### src/rtl/register_file_sb_if.sv
// register_file_sb_if: decode/writeback bus for register_file_sb
//   master drives: reg_write, write_register, reg_write_data, issue_valid, issue_register,
//                  read_register1/2, show_data
//   slave drives:  read_data1/2, ec, busy1/2, stall, busy_vec
interface register_file_sb_if #(
    parameter int DATA_W = 8,
    parameter int ADDR_W = 2
);
    localparam int NREGS = 2 ** ADDR_W;
    logic              reg_write;
    logic [ADDR_W-1:0] write_register;
    logic [DATA_W-1:0] reg_write_data;
    logic              issue_valid;
    logic [ADDR_W-1:0] issue_register;
    logic [ADDR_W-1:0] read_register1;
    logic [ADDR_W-1:0] read_register2;
    logic [ADDR_W-1:0] show_data;
    logic [DATA_W-1:0] read_data1;
    logic [DATA_W-1:0] read_data2;
    logic [DATA_W-1:0] ec;
    logic              busy1;
    logic              busy2;
    logic              stall;
    logic [NREGS-1:0]  busy_vec;
    modport master (
        output reg_write, write_register, reg_write_data, issue_valid, issue_register,
               read_register1, read_register2, show_data,
        input  read_data1, read_data2, ec, busy1, busy2, stall, busy_vec
    );
    modport slave (
        input  reg_write, write_register, reg_write_data, issue_valid, issue_register,
               read_register1, read_register2, show_data,
        output read_data1, read_data2, ec, busy1, busy2, stall, busy_vec
    );
endinterface

### src/rtl/register_file_sb.sv
// register_file_sb: parametrised register file with write bypass and busy scoreboard
//   i_clk  clock, all state updates on posedge
//   i_rst  synchronous active-high reset, clears registers and busy bits
//   rf     slave side of register_file_sb_if (writeback, issue, two reads, debug read)
module register_file_sb #(
    parameter int DATA_W   = 8,
    parameter int ADDR_W   = 2,
    parameter bit ZERO_REG = 1'b0,
    parameter bit BYPASS   = 1'b1
) (
    input logic               i_clk,
    input logic               i_rst,
    register_file_sb_if.slave rf
);
    localparam int NREGS = 2 ** ADDR_W;
    logic [DATA_W-1:0] r_regs [NREGS];
    logic [NREGS-1:0]  r_busy;
    logic [NREGS-1:0]  w_busy_next;
    logic              w_wr_ok;
    logic              w_fwd1;
    logic              w_fwd2;
    // Dropping writes to r0 keeps it at its reset value, so reads need no extra zero mux.
    assign w_wr_ok = rf.reg_write && !(ZERO_REG && rf.write_register == '0);
    assign w_fwd1  = BYPASS && w_wr_ok && rf.write_register == rf.read_register1;
    assign w_fwd2  = BYPASS && w_wr_ok && rf.write_register == rf.read_register2;
    // An issue to the register being written back names a new producer, so set wins.
    always_comb begin
        w_busy_next = r_busy;
        for (int i = 0; i < NREGS; i++)
            w_busy_next[i] = (rf.issue_valid && rf.issue_register == ADDR_W'(i)) ? 1'b1 :
                             (rf.reg_write && rf.write_register == ADDR_W'(i)) ? 1'b0 : r_busy[i];
        if (ZERO_REG) w_busy_next[0] = 1'b0;
    end
    always_ff @(posedge i_clk) begin
        if (i_rst) begin
            for (int i = 0; i < NREGS; i++) r_regs[i] <= '0;
            r_busy <= '0;
        end else begin
            if (w_wr_ok) r_regs[rf.write_register] <= rf.reg_write_data;
            r_busy <= w_busy_next;
        end
    end
    assign rf.read_data1 = w_fwd1 ? rf.reg_write_data : r_regs[rf.read_register1];
    assign rf.read_data2 = w_fwd2 ? rf.reg_write_data : r_regs[rf.read_register2];
    assign rf.ec         = r_regs[rf.show_data];
    // A completing write only hides the busy bit when its data is actually forwarded.
    assign rf.busy1      = r_busy[rf.read_register1] && !w_fwd1;
    assign rf.busy2      = r_busy[rf.read_register2] && !w_fwd2;
    assign rf.stall      = rf.busy1 || rf.busy2;
    assign rf.busy_vec   = r_busy;
endmodule

### src/flat_wrapper.sv
// flat-port wrapper written by rule: the top's interface ports become plain ports
module register_file_sb_flat 
#(
    parameter int DATA_W   = 8,
    parameter int ADDR_W   = 2,
    parameter bit ZERO_REG = 1'b0,
    parameter bit BYPASS   = 1'b1
)
  (i_clk, i_rst, rf_reg_write, rf_write_register, rf_reg_write_data, rf_issue_valid, rf_issue_register, rf_read_register1, rf_read_register2, rf_show_data, rf_read_data1, rf_read_data2, rf_ec, rf_busy1, rf_busy2, rf_stall, rf_busy_vec);
  register_file_sb_if #(.DATA_W(DATA_W), .ADDR_W(ADDR_W)) rf_i ();
  input logic i_clk;
  input logic i_rst;
  input wire logic [$bits(rf_i.reg_write)-1:0] rf_reg_write;
  input wire logic [$bits(rf_i.write_register)-1:0] rf_write_register;
  input wire logic [$bits(rf_i.reg_write_data)-1:0] rf_reg_write_data;
  input wire logic [$bits(rf_i.issue_valid)-1:0] rf_issue_valid;
  input wire logic [$bits(rf_i.issue_register)-1:0] rf_issue_register;
  input wire logic [$bits(rf_i.read_register1)-1:0] rf_read_register1;
  input wire logic [$bits(rf_i.read_register2)-1:0] rf_read_register2;
  input wire logic [$bits(rf_i.show_data)-1:0] rf_show_data;
  output wire logic [$bits(rf_i.read_data1)-1:0] rf_read_data1;
  output wire logic [$bits(rf_i.read_data2)-1:0] rf_read_data2;
  output wire logic [$bits(rf_i.ec)-1:0] rf_ec;
  output wire logic [$bits(rf_i.busy1)-1:0] rf_busy1;
  output wire logic [$bits(rf_i.busy2)-1:0] rf_busy2;
  output wire logic [$bits(rf_i.stall)-1:0] rf_stall;
  output wire logic [$bits(rf_i.busy_vec)-1:0] rf_busy_vec;
  assign rf_i.reg_write = rf_reg_write;
  assign rf_i.write_register = rf_write_register;
  assign rf_i.reg_write_data = rf_reg_write_data;
  assign rf_i.issue_valid = rf_issue_valid;
  assign rf_i.issue_register = rf_issue_register;
  assign rf_i.read_register1 = rf_read_register1;
  assign rf_i.read_register2 = rf_read_register2;
  assign rf_i.show_data = rf_show_data;
  assign rf_read_data1 = rf_i.read_data1;
  assign rf_read_data2 = rf_i.read_data2;
  assign rf_ec = rf_i.ec;
  assign rf_busy1 = rf_i.busy1;
  assign rf_busy2 = rf_i.busy2;
  assign rf_stall = rf_i.stall;
  assign rf_busy_vec = rf_i.busy_vec;
  register_file_sb #(.DATA_W(DATA_W), .ADDR_W(ADDR_W), .ZERO_REG(ZERO_REG), .BYPASS(BYPASS)) u_core (.i_clk(i_clk), .i_rst(i_rst), .rf(rf_i));
endmodule
### config.mk
export PLATFORM = sky130hd
export DESIGN_NAME = register_file_sb_flat
export DESIGN_NICKNAME = d
export VERILOG_FILES = /design/src/rtl/register_file_sb_if.sv /design/src/rtl/register_file_sb.sv /design/src/flat_wrapper.sv
export SDC_FILE = /design/constraint.sdc
export NUM_CORES = 1
export LEC_CHECK = 0
export BUFFER_PORTS_ARGS = -buffer_cell sky130_fd_sc_hd__buf_2
export CAP_MARGIN = 15
export CORE_MARGIN = 2
export CORE_UTILIZATION = 30
export DETAILED_ROUTE_END_ITERATION = 7
export GPL_TIMING_DRIVEN = 0
export PLACE_DENSITY_LB_ADDON = 0.1
export SLEW_MARGIN = 20
export SYNTH_ARGS = -nofsm -noshare
export SYNTH_HDL_FRONTEND = slang
export SYNTH_SLANG_ARGS = --single-unit
### constraint.sdc
create_clock -name i_clk -period 2.2 [get_ports i_clk]
set_input_delay 0.11 -clock i_clk [delete_from_list [all_inputs] [get_ports i_clk]]
set_output_delay 0.11 -clock i_clk [all_outputs]
set_load 0.05 [all_outputs]
==> results of run 1 <==
## per-layer routing
| layer | share of wire (%) | global-route usage, % | vias up |
|---|---|---|---|
| met3 | 3.9 | 4.026 | 6 |
| met5 | 0 | 0 | - |
| met1 | 39 | 16.99 | 762 |
| met4 | 1.1 | 2.736 | 0 |
| li1 | - | - | 707 |
| met2 | 56 | 28.68 | 38 |
## cell usage after synthesis (all sizes together)
master / count
mux4: 26
o32ai: 1
nor2b: 1
nor2: 25
edfxtp: 32
nand3b: 1
buf: 11
and2: 2
a22o: 1
o21bai: 2
nand2: 11
nand2b: 2
dfxtp: 4
o22ai: 2
a21oi: 1
xnor2: 4
or2: 1
nand3: 3
a31o: 1
inv: 13
mux2: 16
## flip-flops by register name, summed over array words and instances, names as in the netlist
register	flops
u_core.rf.busy_vec	4
u_core.r_regs	32
## where the power goes
part | internal [uW] | switching (uW)
Clock | 336 | 241
Sequential | 798 | 34.5
Combinational | 242 | 427
Total | 1380 | 703
## metrics by stage
step	cells	hold slack (ns)	worst slack, ns
6_report	314	0.02627	0.4197
5_1_grt	314	0.01548	0.3642
4_1_cts	314	0.02000	0.4128
3_5_place_dp	306	0.3274	0.1926
3_3_place_gp	306	0.3088	0.1433
2_1_floorplan	160	0.1791	0.6639
## logic make-up (layout without fill, tap and decap cells)
logic type | count (synthesis) | count (layout)
XOR/XNOR | 4 | 4
buffers and inverters | 24 | 76
AND/OR/NAND/NOR | 46 | 46
multiplexers | 42 | 42
AO/OA/AOI/OAI | 8 | 8
flip-flops | 36 | 36
## final cells by class
cell class	instances	area share, %
plain buffers	11	2.828
inverters	13	1.750
well taps	102	4.578
clock inverters	2	1.257
multi-input cells	100	41.74
flip-flops and latches	36	37.34
repair buffers	44	7.899
clock buffers	6	2.603
## worst max-delay path, stage by stage (launching register included)
cell,delay [ns]
edfxtp_1,0.42
mux4_2,0.48
mux2_4,0.28
buf_2,0.21
## worst max-delay path by stage
stage	to	slack (ns)	startpoint	cells past startpoint
after floorplan	u_core.r_regs[0][0]	0.66	rf_write_register[0]	4
after global placement	u_core.r_regs[0][2]	0.14	rf_write_register[1]	4
after detailed placement	u_core.r_regs[0][2]	0.19	rf_write_register[1]	4
after CTS	rf_read_data1[5]	0.41	u_core.r_regs[2][5]	3
after global routing	rf_read_data2[1]	0.36	u_core.r_regs[0][1]	3
final	rf_read_data2[6]	0.42	u_core.r_regs[3][6]	3
==> results.toml, run 1 <==
[status]
status = "finished clean"

[synthesis]
netlist_instances = 160
synth_xor_area_share_pct = 2.468
synth.distinct_cells = 26
avgSynthCellArea_um2 = 14.58
yosys.area.top_type = "edfxtp_1"
synthSimpleGateAreaFrac_pct = 9.496
synth_area_um2 = 2332
synth_adder_area_share_pct = 0
syn-num-nets = 182
synth_compound_area_share_pct = 2.521
ys_seq_area_share_pct = 44.64
synth_top_family_by_area = "multiplexers"
synthMuxAreaShare_pct = 35.41
synth_top_area_share_pct = 41.20
synth_area_leaders = "edfxtp_1 41%, mux4_2 25%, mux2_4 10%"
yosys_warnings = 0
synth-seq-cells = 36

[power]
p_total_uw = 2080
p_leak_uw = 0.001152
ir_drop_uv = 342.8
power_density_nw_per_um2 = 746.1

[sta]
rsz0062_at_grt = "no"
slew_headroom_pct = 28.64
drv_slew = 0
fmax_mhz = 561.7
final.setup.tns_ns = 0
final.setup_skew_ns = 0
worstMarginPinSlew_ns = 1.068
hold_viol = 0
fin_crit_sh_pct = 80.92
min_period_ns = 1.780
setup_violations = 0

[setup_path]
path_class = "reg2out"
path_max_fanout = 3
reg2regPathDepth = 2
cp.required_ns = 2.09
r2r-start = "u_core.rf.busy_vec[2]"
crit_arrival_ns = 1.67
critPathCaptureType = "output pin"
r2r_end = "u_core.rf.busy_vec[2]"
start_kind = "flop"
r2r_setup_slack_ns = 1.54

[layout]
num-fill-cells = 767
multiInputGateArea_um2 = 1164
final_util_pct = 36.45
regArea_um2 = 1041
syn2layout_area_growth_pct = 19.53
final_area_um2 = 2788
drive_gt1_share_pct = 52.36
mostFrequentLayoutCell = "buf_2"
fin_nets = 233
antenna_cells = 0
final_cell_mix = "50 x buf_2, 32 x edfxtp_1, 26 x mux4_2"

[global_route]
grt_pass1_wl_mm = 9.356
grt_start_max_net_pins = 12
antenna_found_initial = 0
first_global_vias = 1601
grt-ovfl-total = 0
grt_usage_pct = 15.09

[clocking]
cts_htree_levels = 2
cts_resized = 0
cts_setup_buffers = 0
cts_tree = "built"
clkLatencyLatePin_ns = 0.29
clk_pin_slew_ns = 0.07
cts_sinks = 36
root_buffer = "clkbuf_8"
cts_hold_buf = 0
clockBufferDepth = 2
cts_inserted_buffers = 5

[placement]
dp_hpwl_mm = 4.329
numPortBuffers = 44
placed_cell_area_um2 = 2680
gp_congestion = 0.7068

[min_path]
hold_path.class = "in2reg"
hold_end = "u_core.rf.busy_vec[0]"
min_path_cells = 2
min-delay-start = "rf_issue_register[1]"

[drt]
ant_nets = 0
first_pass_iters = 4
route.vias.total = 1513
routed_wl_mm = 6.110
drc = 0
via_per_inst = 4.818
drt_iter0_drc = 86
post_drt_wl_per_cell_um = 19.46

[run]
maxCapViolCount = 0

[die]
num_rows = 32
die_area_um2 = 8495
io_pins = 53
die_x_um = 92.17
initial_core_util_pct = 30.50
die_y_um = 92.17
coreArea_um2 = 7647
Power figures use the tool's default switching activity.
==> inputs of run 2 (changes only) <==
Settings changed: ABC_AREA set to 1.
Clock period 2.2 ns to 1.85 ns, I/O delays scaled along.
==> run 2 against run 1 <==
Net effect:
- clock skew unchanged
- synthesized cell count increased by 140%
- final cell count is 77% higher
- first-iteration DRC count rose by 120%
- count of clock-buffer cells in the layout shrank 1
- non-clock buffer count increased by 9
- die area up 12%
- power up 23%
- cell area increased by 12%
- global-route usage rose by 5.5 points
- combinational power grew 31%
- critical path type unchanged
==> results.toml, run 2 <==
[layout]
regMostFlops = "u_core.r_regs"
fin_nets = 470
num-fill-cells = 972
drive_gt1_share_pct = 20.04
stdcell_count = 557
mostFrequentLayoutCell = "nand2_1"
final_cell_mix = "161 x nand2_1, 58 x buf_2, 50 x inv_1"
regArea_um2 = 1041
syn2layout_area_growth_pct = 18.99
antenna_cells = 0
largest_register_ffs = 32
multiInputGateArea_um2 = 1300

[clocking]
clockBufferDepth = 2
clkLatencyLatePin_ns = 0.29
cts_inserted_buffers = 5
cts_resized = 0
cts_setup_buffers = 0
clk_pin_slew_ns = 0.07
cts_tree = "built"
cts_htree_levels = 2
cts_hold_buf = 0
root_buffer = "clkbuf_8"
cts_sinks = 36

[synthesis]
yosys.area.top_type = "edfxtp_1"
syn-num-nets = 413
synth-main-ff-cell = "edfxtp_1"
synth_area_um2 = 2629
yosys_warnings = 0
async_flop_share_pct = 0
avgSynthCellArea_um2 = 6.723
synth_top_area_share_pct = 36.55
netlist_instances = 391
synth-seq-cells = 36
synth_most_common_cell = "nand2_1"
ys_seq_area_share_pct = 39.60
synth.distinct_cells = 22
synth_area_leaders = "edfxtp_1 37%, nand2_1 23%, nand3_1 7.2%"
synth_edf_count = 32
synth_commonest_cells = "161 x nand2_1, 50 x inv_1, 38 x nand3_1"

[placement]
gp_congestion = 0.8765
dp_cells = 549
dp_hpwl_mm = 6.758
numPortBuffers = 50

[status]
status = "finished clean"

[power]
switchingPower_uw = 1015
power_density_nw_per_um2 = 816.2
p_int_uw = 1538
switching_share_pct = 39.76
pwr-share-seq_pct = 37.9
p_clk_share_pct = 27.8
power_frac_comb_pct = 34.3
p_leak_uw = 0.001645
ir_drop_uv = 439.2
p_total_uw = 2553

[drt]
drt_iter0_drc = 189
drc = 0
route.vias.total = 2782
via_per_inst = 4.995
first_pass_iters = 4
routed_wl_mm = 9.664
post_drt_wl_per_cell_um = 17.35
ant_nets = 0

[global_route]
grt_usage_pct = 20.58
grt_pass1_wl_mm = 14.91
grt_start_max_net_pins = 12
antenna_found_initial = 0
first_global_vias = 2768
grt-ovfl-total = 0

[setup_path]
path_max_fanout = 2
cp.required_ns = 1.76
crit_arrival_ns = 1.34
critPathCaptureType = "output pin"
path_class = "reg2out"
start_kind = "flop"

[run]
maxCapViolCount = 0

[sta]
worstMarginPinSlew_ns = 0.7301
fmax_mhz = 696.2
setup_violations = 0
hold_ws_ns = 0.07936
slew_headroom_pct = 51.32
min_period_ns = 1.436
fin_crit_sh_pct = 77.64
drv_slew = 0
hold_viol = 0
rsz0062_at_grt = "no"
final.setup_skew_ns = 0
final.setup.tns_ns = 0

[die]
coreArea_um2 = 8593
num_rows = 34
die_area_um2 = 9528
die_x_um = 97.61
die_y_um = 97.61
io_pins = 53
initial_core_util_pct = 30.59

[min_path]
hold_path.class = "in2reg"
## run 2: cell count changes after synthesis, sizes merged, moves of 3 or more
cell / before / now
inv: 13 / 56
o21ai: 0 / 11
mux2: 16 / 0
a21oi: 1 / 8
nand3: 3 / 41
mux4: 26 / 0
nand4: 0 / 16
nand2: 11 / 171
nor2: 25 / 28
o211ai: 0 / 8
xnor2: 4 / 0
## run 2: area by class of cell
| class | instances | share of cell area [%] |
|---|---|---|
| Buffer | 14 | 2.720 |
| Clock buffer | 5 | 2.200 |
| Clock inverter | 3 | 1.200 |
| Inverter | 56 | 6.720 |
| Multi-Input combinational cell | 285 | 41.56 |
| Sequential cell | 36 | 33.28 |
| Tap cell | 108 | 4.320 |
| Timing Repair Buffer | 50 | 8.000 |
## run 2: power groups by stage
| stage | clock network [uW] | logic [uW] | registers (uW) |
|---|---|---|---|
| 4_1_cts | 712 | 878 | 967 |
| 3_3_place_gp | 0 | 872 | 986 |
| 2_1_floorplan | 0 | 611 | 997 |
| 5_1_grt | 744 | 945 | 974 |
| 3_5_place_dp | 0 | 875 | 986 |
| 6_report | 710 | 876 | 967 |
## run 2: worst max-delay path, stage by stage, from the launching register on
cell and delay, ns:
edfxtp_1 0.37, inv_1 0.07, nand2_1 0.06, nand3_1 0.07, nand2_1 0.08, nand2_1 0.05, nand2_1 0.09, buf_2 0.27
## run 2: final timing paths
kind | startpoint | to | slack, ns | depth (start not counted)
worst max-delay path | u_core.r_regs[2][1] | rf_read_data1[1] | 0.41 | 7
worst min-delay path | rf_issue_register[0] | u_core.rf.busy_vec[0] | 0.08 | 4
worst max register to register | u_core.rf.busy_vec[3] | u_core.rf.busy_vec[3] | 1.19 | 2
worst min register to register | u_core.rf.busy_vec[2] | u_core.rf.busy_vec[2] | 0.50 | 2
## run 2: routing by layer
metal | vias up | track usage, % | part of all wire [%] | wire length [um]
met5 | - | 0 | 0 | 0
met4 | 0 | 4.380 | 0.78 | 75
met3 | 6 | 3.094 | 7.2 | 700
met2 | 97 | 34.85 | 48 | 4658
met1 | 1306 | 27.90 | 44 | 4229
li1 | 1373 | - | - | -
## run 2: cells by family after synthesis
group / share of synthesized area, %
flip-flops: 39.60
AO/OA/AOI/OAI: 6.378
AND/OR/NAND/NOR: 42.79
buffers and inverters: 11.23
## run 2: stage by stage
| stage | setup slack, ns | cell area (um2) | util [%] |
|---|---|---|---|
| after floorplan | 0.4451 | 2629 | - |
| after global placement | -0.4336 | 3014 | 35.08 |
| after detailed placement | 0.1598 | 3022 | 35.16 |
| after CTS | 0.4176 | 3128 | 36.40 |
| after global routing | 0.2615 | 3128 | 36.40 |
| final | 0.4136 | 3128 | 36.40 |
